`config.mk`:
```
export PLATFORM = sky130hd
export DESIGN_NAME = systolic_skew_feeder
export DESIGN_NICKNAME = d
export VERILOG_FILES = /design/src/rtl/systolic_pkg.sv /design/src/rtl/skew_lane.sv /design/src/rtl/systolic_skew_feeder.sv
export SDC_FILE = /design/constraint.sdc
export NUM_CORES = 1
export LEC_CHECK = 0
export CORE_MARGIN = 1
export CORE_UTILIZATION = 38
export DETAILED_ROUTE_END_ITERATION = 10
export SYNTH_ARGS = -nofsm -noshare
export SYNTH_HDL_FRONTEND = slang
export SYNTH_SLANG_ARGS = --single-unit
```
`constraint.sdc`:
```
create_clock -name clk -period 4.8 [get_ports clk]
set_input_delay 0.72 -clock clk [delete_from_list [all_inputs] [get_ports clk]]
set_output_delay 0.72 -clock clk [all_outputs]
set_load 0.05 [all_outputs]
```
`src/rtl/systolic_pkg.sv`:
```
// rtl/systolic_pkg.sv - shared types and helpers for the systolic array feeders
package systolic_pkg;

  typedef enum logic [1:0] {
    ST_IDLE,
    ST_FEED,
    ST_FLUSH
  } feeder_state_e;

  localparam int DEFAULT_DATA_WIDTH = 32;

  // Width needed to hold a vector count in the range 0..max_k inclusive.
  function automatic int cnt_width(input int max_k);
    return $clog2(max_k + 1);
  endfunction

endpackage

```
`src/rtl/skew_lane.sv`:
```
// rtl/skew_lane.sv - fixed-depth register delay line carrying data plus a valid flag
module skew_lane #(
  parameter int DEPTH      = 1,
  parameter int DATA_WIDTH = 32
) (
  input  logic                  clk,
  input  logic                  reset,
  input  logic [DATA_WIDTH-1:0] in_data,
  input  logic                  in_valid,
  output logic [DATA_WIDTH-1:0] out_data,
  output logic                  out_valid
);

  logic [DATA_WIDTH-1:0] data_q [DEPTH];
  logic [DEPTH-1:0]      valid_q;

  always_ff @(posedge clk or negedge reset) begin
    if (!reset) begin
      for (int s = 0; s < DEPTH; s++) begin
        data_q[s] <= '0;
      end
      valid_q <= '0;
    end else begin
      data_q[0]  <= in_data;
      valid_q[0] <= in_valid;
      for (int s = 1; s < DEPTH; s++) begin
        data_q[s]  <= data_q[s-1];
        valid_q[s] <= valid_q[s-1];
      end
    end
  end

  assign out_data  = data_q[DEPTH-1];
  assign out_valid = valid_q[DEPTH-1];

endmodule

```
`src/rtl/systolic_skew_feeder.sv`:
```
// rtl/systolic_skew_feeder.sv - west-edge activation feeder producing the diagonal wavefront
module systolic_skew_feeder
  import systolic_pkg::*;
#(
  parameter int  DATA_WIDTH = DEFAULT_DATA_WIDTH,
  parameter int  ROWS       = 4,
  parameter int  MAX_K      = 256,
  localparam int CNT_W      = cnt_width(MAX_K)
) (
  input  logic                       clk,
  input  logic                       reset,
  input  logic                       start,
  input  logic [CNT_W-1:0]           k_len,
  input  logic                       in_valid,
  output logic                       in_ready,
  input  logic [ROWS*DATA_WIDTH-1:0] in_data,
  output logic [ROWS*DATA_WIDTH-1:0] act_out,
  output logic [ROWS-1:0]            lane_valid,
  output logic                       advance,
  output logic                       busy,
  output logic                       done
);

  localparam int FL_W = (ROWS > 1) ? $clog2(ROWS) : 1;

  feeder_state_e    state;
  logic [CNT_W-1:0] k_len_q;
  logic [CNT_W-1:0] count;
  logic [CNT_W-1:0] count_inc;
  logic [FL_W-1:0]  flush_cnt;

  assign count_inc = count + CNT_W'(1);
  assign in_ready  = (state == ST_FEED);
  assign advance   = in_valid && in_ready;
  assign busy      = (state != ST_IDLE);
  // The flush counter reaches zero exactly when the bottom lane shows the last element.
  assign done      = (state == ST_FLUSH) && (flush_cnt == '0);

  always_ff @(posedge clk or negedge reset) begin
    if (!reset) begin
      state     <= ST_IDLE;
      k_len_q   <= '0;
      count     <= '0;
      flush_cnt <= '0;
    end else begin
      case (state)
        ST_IDLE: begin
          if (start) begin
            k_len_q <= k_len;
            count   <= '0;
            if (k_len == '0) begin
              state     <= ST_FLUSH;
              flush_cnt <= '0;
            end else begin
              state <= ST_FEED;
            end
          end
        end
        ST_FEED: begin
          if (advance) begin
            count <= count_inc;
            if (count_inc == k_len_q) begin
              state     <= ST_FLUSH;
              flush_cnt <= FL_W'(ROWS - 1);
            end
          end
        end
        ST_FLUSH: begin
          if (flush_cnt == '0) begin
            state <= ST_IDLE;
          end else begin
            flush_cnt <= flush_cnt - FL_W'(1);
          end
        end
        default: state <= ST_IDLE;
      endcase
    end
  end

  // Without a handshake, stage 0 takes a zero bubble so the free-running array never sees stale data.
  for (genvar g = 0; g < ROWS; g++) begin : g_lane
    logic [DATA_WIDTH-1:0] lane_in;

    assign lane_in = advance ? in_data[g*DATA_WIDTH +: DATA_WIDTH] : '0;

    skew_lane #(
      .DEPTH      (g + 1),
      .DATA_WIDTH (DATA_WIDTH)
    ) u_lane (
      .clk       (clk),
      .reset     (reset),
      .in_data   (lane_in),
      .in_valid  (advance),
      .out_data  (act_out[g*DATA_WIDTH +: DATA_WIDTH]),
      .out_valid (lane_valid[g])
    );
  end

endmodule

```
==> summary.txt <==
Route
  – Routed wire length: 20900 um
  – DR vias/cell: 4.33
  – Initial drt markers: 356
  – Drt wl/cell: 15.9 um
  – ANT nets after route: 0
  – Drc violations: 0
  – Total vias in the final route: 5689
  – Drt pass-1 iters: 6

Clock tree
  – CTS max path bufs: 3
  – Hold-fix buffers at CTS: 0
  – Worst skew pair latency: 0.51 ns
  – CTS tree: built
  – H-tree levels: 2
  – Post-CTS Resized: 0
  – Cts bufs inserted: 37
  – Setup Fix Bufs, Post-CTS: 0
  – Clock slew at reported path FFs: 0.06 ns
  – CTS root buf: clkbuf_16
  – # clock sinks: 346

Floorplanning
  – FP Rows: 62
  – Total core area: 28800 um^2
  – Die Span Y: 173 um
  – Io pins: 277
  – Die width: 173 um
  – Starting Density: 38.7%
  – Die ar.: 30000 um^2

Worst setup path
  – Worst reg2reg endpoint: count[7]$_DFFE_PN0P_
  – Startpoint Class: flip-flop
  – Crit path depth: 4
  – Worst Path Required: 4.08 ns
  – CP startpoint: state[1]$_DFFE_PN0P_
  – Crit Path Category: flip-flop to output pin
  – CP max FO: 6
  – Setup slack, reg-to-reg: 1.99 ns
  – Endpoint class of the critical path: output pin
  – WP buf/inv: 2
  – CP peak stage delay: 0.85 ns
  – Crit path to: advance
  – Reg2Reg Depth: 8
  – CP delay by family, top: buffers and inverters
  – Worst Path Arrival: 2.32 ns
  – CP Cell Sequence: inv_1 > ha_4 > and2_1 > clkdlybuf4s50_1
  – Slowest CP cell: clkdlybuf4s50_1
  – R2R Path Start: state[1]$_DFFE_PN0P_

Synthesis
  – Ys flop type: dfrtp_1
  – Synth Register Bits: 346
  – Area contributors post-synth: dfrtp_1, and3_1, buf_4
  – Cell count after synthesis: 716
  – Mapped Area: 11100 um^2
  – Synth Area per Inst: 15.6 um^2
  – Yosys warnings: 0
  – Share of the synthesized area in the top cell type: 77.7%
  – Net count after synthesis: 863
  – Sequential fraction of the synthesis area: 77.7%
  – Yosys cell types: 42
  – Post-synth EDFFs: 0
  – Leading area contributor after synthesis: dfrtp_1
  – Post-synth ARST share: 100%

STA
  – Final WS setup: 1.76 ns
  – Final critical-path required period: 3.04 ns
  – Final period util: 63.4%
  – Finish-stage setup viols: 0
  – Slew Viols, Final: 0
  – Hold slack: 0.286 ns
  – Final TNS setup: 0 ns
  – FMAX: 329 MHz
  – Slew Limit Headroom: 24.9%
  – Setup Skew: 0.0123 ns
  – Worst-margin pin slew: 1.13 ns
  – RSZ-0062 raised after global routing: no
  – Final hold vios: 0

GRT
  – All-layer global routing usage: 14.2%
  – First-pass GRT wire length: 33200 um
  – Largest net degree at the start of global routing: 133
  – Number of global-route vias before repair: 5881
  – Initial antenna violation count: 1
  – Grt total ovfl: 0

Placement
  – DPL Wire Length: 13100 um
  – GPL Wtd Cong: 0.742
  – Setup WS pre-CTS: 1.72 ns
  – Placed inst area: 13600 um^2
  – Port bufs: 276

Status
  – Status: finished clean

Finish
  – Layout cells sized above 1: 9.04%
  – Area delta synth->final: 32.9%
  – Final instance area: 14800 um^2
  – Fin util: 51.4%
  – Fin nets: 1051

Power and ir drop
  – Pleak: 7.44 nW
  – Max VDD drop: 656 uV
  – PwrDens: 550 nW/um^2

Min path
  – HP Class: primary input to async pin

Run
  – Max-Cap Viols: 0
-- per-layer routing --
metal | vias to the layer above | global-route usage (%) | routed length [um]
met4 | 2 | 5.38 | 618
met3 | 47 | 4.61 | 1650
met2 | 200 | 22.3 | 9930
met1 | 2787 | 18.5 | 8690
met5 | - | 0 | 13
li1 | 2653 | - | -
-- report_power, final --
| group | internal (mW) | total [mW] | switching (mW) | leakage (nW) |
|---|---|---|---|---|
| Clock | 1.72 | 2.82 | 1.10 | 0.605 |
| Sequential | 3.36 | 3.51 | 0.148 | 4.72 |
| Combinational | 0.644 | 1.81 | 1.17 | 2.12 |
-- logic make-up after synthesis --
logic type	share of synthesized area (%)
buf+inv	8.22
simple gates	9.35
compound gates	1.76
xor+xnor	0.943
flops	77.7
fa+ha+maj	0.674
mux	1.33
-- layout make-up --
class | instances | area (um^2)
antenna | 1 | 2.50
fill | 2402 | 14000
tap | 384 | 480
inverter | 7 | 26.3
clock inverter | 15 | 173
clock buffer | 49 | 1060
sequential | 346 | 8660
multi-input combinational | 230 | 1580
timing repair buffer | 282 | 2820
-- worst register-to-register path: stages, from the launching register on --
cell and delay [ns]:
dfrtp_1 0.41, inv_1 0.15, ha_4 0.16, buf_4 0.80, inv_1 0.27, o21a_1 0.27, o21ai_1 0.34, o21ai_0 0.21
o31ai_1 0.10
-- cell usage in the layout (no fill, tap or decap), drive strengths merged, types with 5 or more instances in the layout --
cell             n
clkinv           8
clkbuf          49
nand2            6
and3           133
nor2            10
nand3            5
o21ai           13
xor2             6
clkdlybuf4s50  274
buf              8
mux2            11
inv              8
dfrtp          346
xnor2            6
ha               6
-- synth_stat cells, types with 2 or more instances --
master	number
nor2_1	10
a31oi_1	3
mux2i_1	2
nand4_1	3
nand3_1	4
and3_1	131
a21oi_1	2
clkbuf_1	30
ha_1	6
xor2_1	6
nand2_1	6
buf_4	102
mux2_2	9
o41ai_1	2
o31ai_1	2
o311ai_0	2
inv_1	7
and2_1	2
dfrtp_1	346
o21ai_0	12
xnor2_1	6
nand2b_1	3
-- flip-flops by register name, indices dropped and copies added, names as in the netlist --
name                    flops
g_lane.u_lane.data_q      192
count                       9
k_len_q                     9
g_lane.u_lane.valid_q       4
flush_cnt                   2
state                       2
g_lane.u_lane.out_data    128
-- per-stage QoR --
stage               total power [mW]  std cells
finish                          8.14       1314
floorplan                       4.85        716
global placement                5.37       1249
detailed placement              5.40       1249
CTS                             8.27       1313
global route                    8.52       1313
-- worst min path at each step --
stage	start	to	slack, ns	cells after the start
2_1_floorplan	g_lane[1].u_lane.data_q[32]$_DFF_PN0_	g_lane[1].u_lane.out_data[0]$_DFF_PN0_	0.33	0
3_3_place_gp	g_lane[3].u_lane.data_q[92]$_DFF_PN0_	g_lane[3].u_lane.data_q[60]$_DFF_PN0_	0.33	0
3_5_place_dp	g_lane[1].u_lane.data_q[43]$_DFF_PN0_	g_lane[1].u_lane.out_data[11]$_DFF_PN0_	0.33	0
4_1_cts	g_lane[3].u_lane.data_q[102]$_DFF_PN0_	g_lane[3].u_lane.data_q[70]$_DFF_PN0_	0.34	0
5_1_grt	g_lane[3].u_lane.data_q[37]$_DFF_PN0_	g_lane[3].u_lane.out_data[5]$_DFF_PN0_	0.35	0
6_report	reset	g_lane[3].u_lane.out_data[15]$_DFF_PN0_	0.29	1
(Power assumes the default switching activity.)
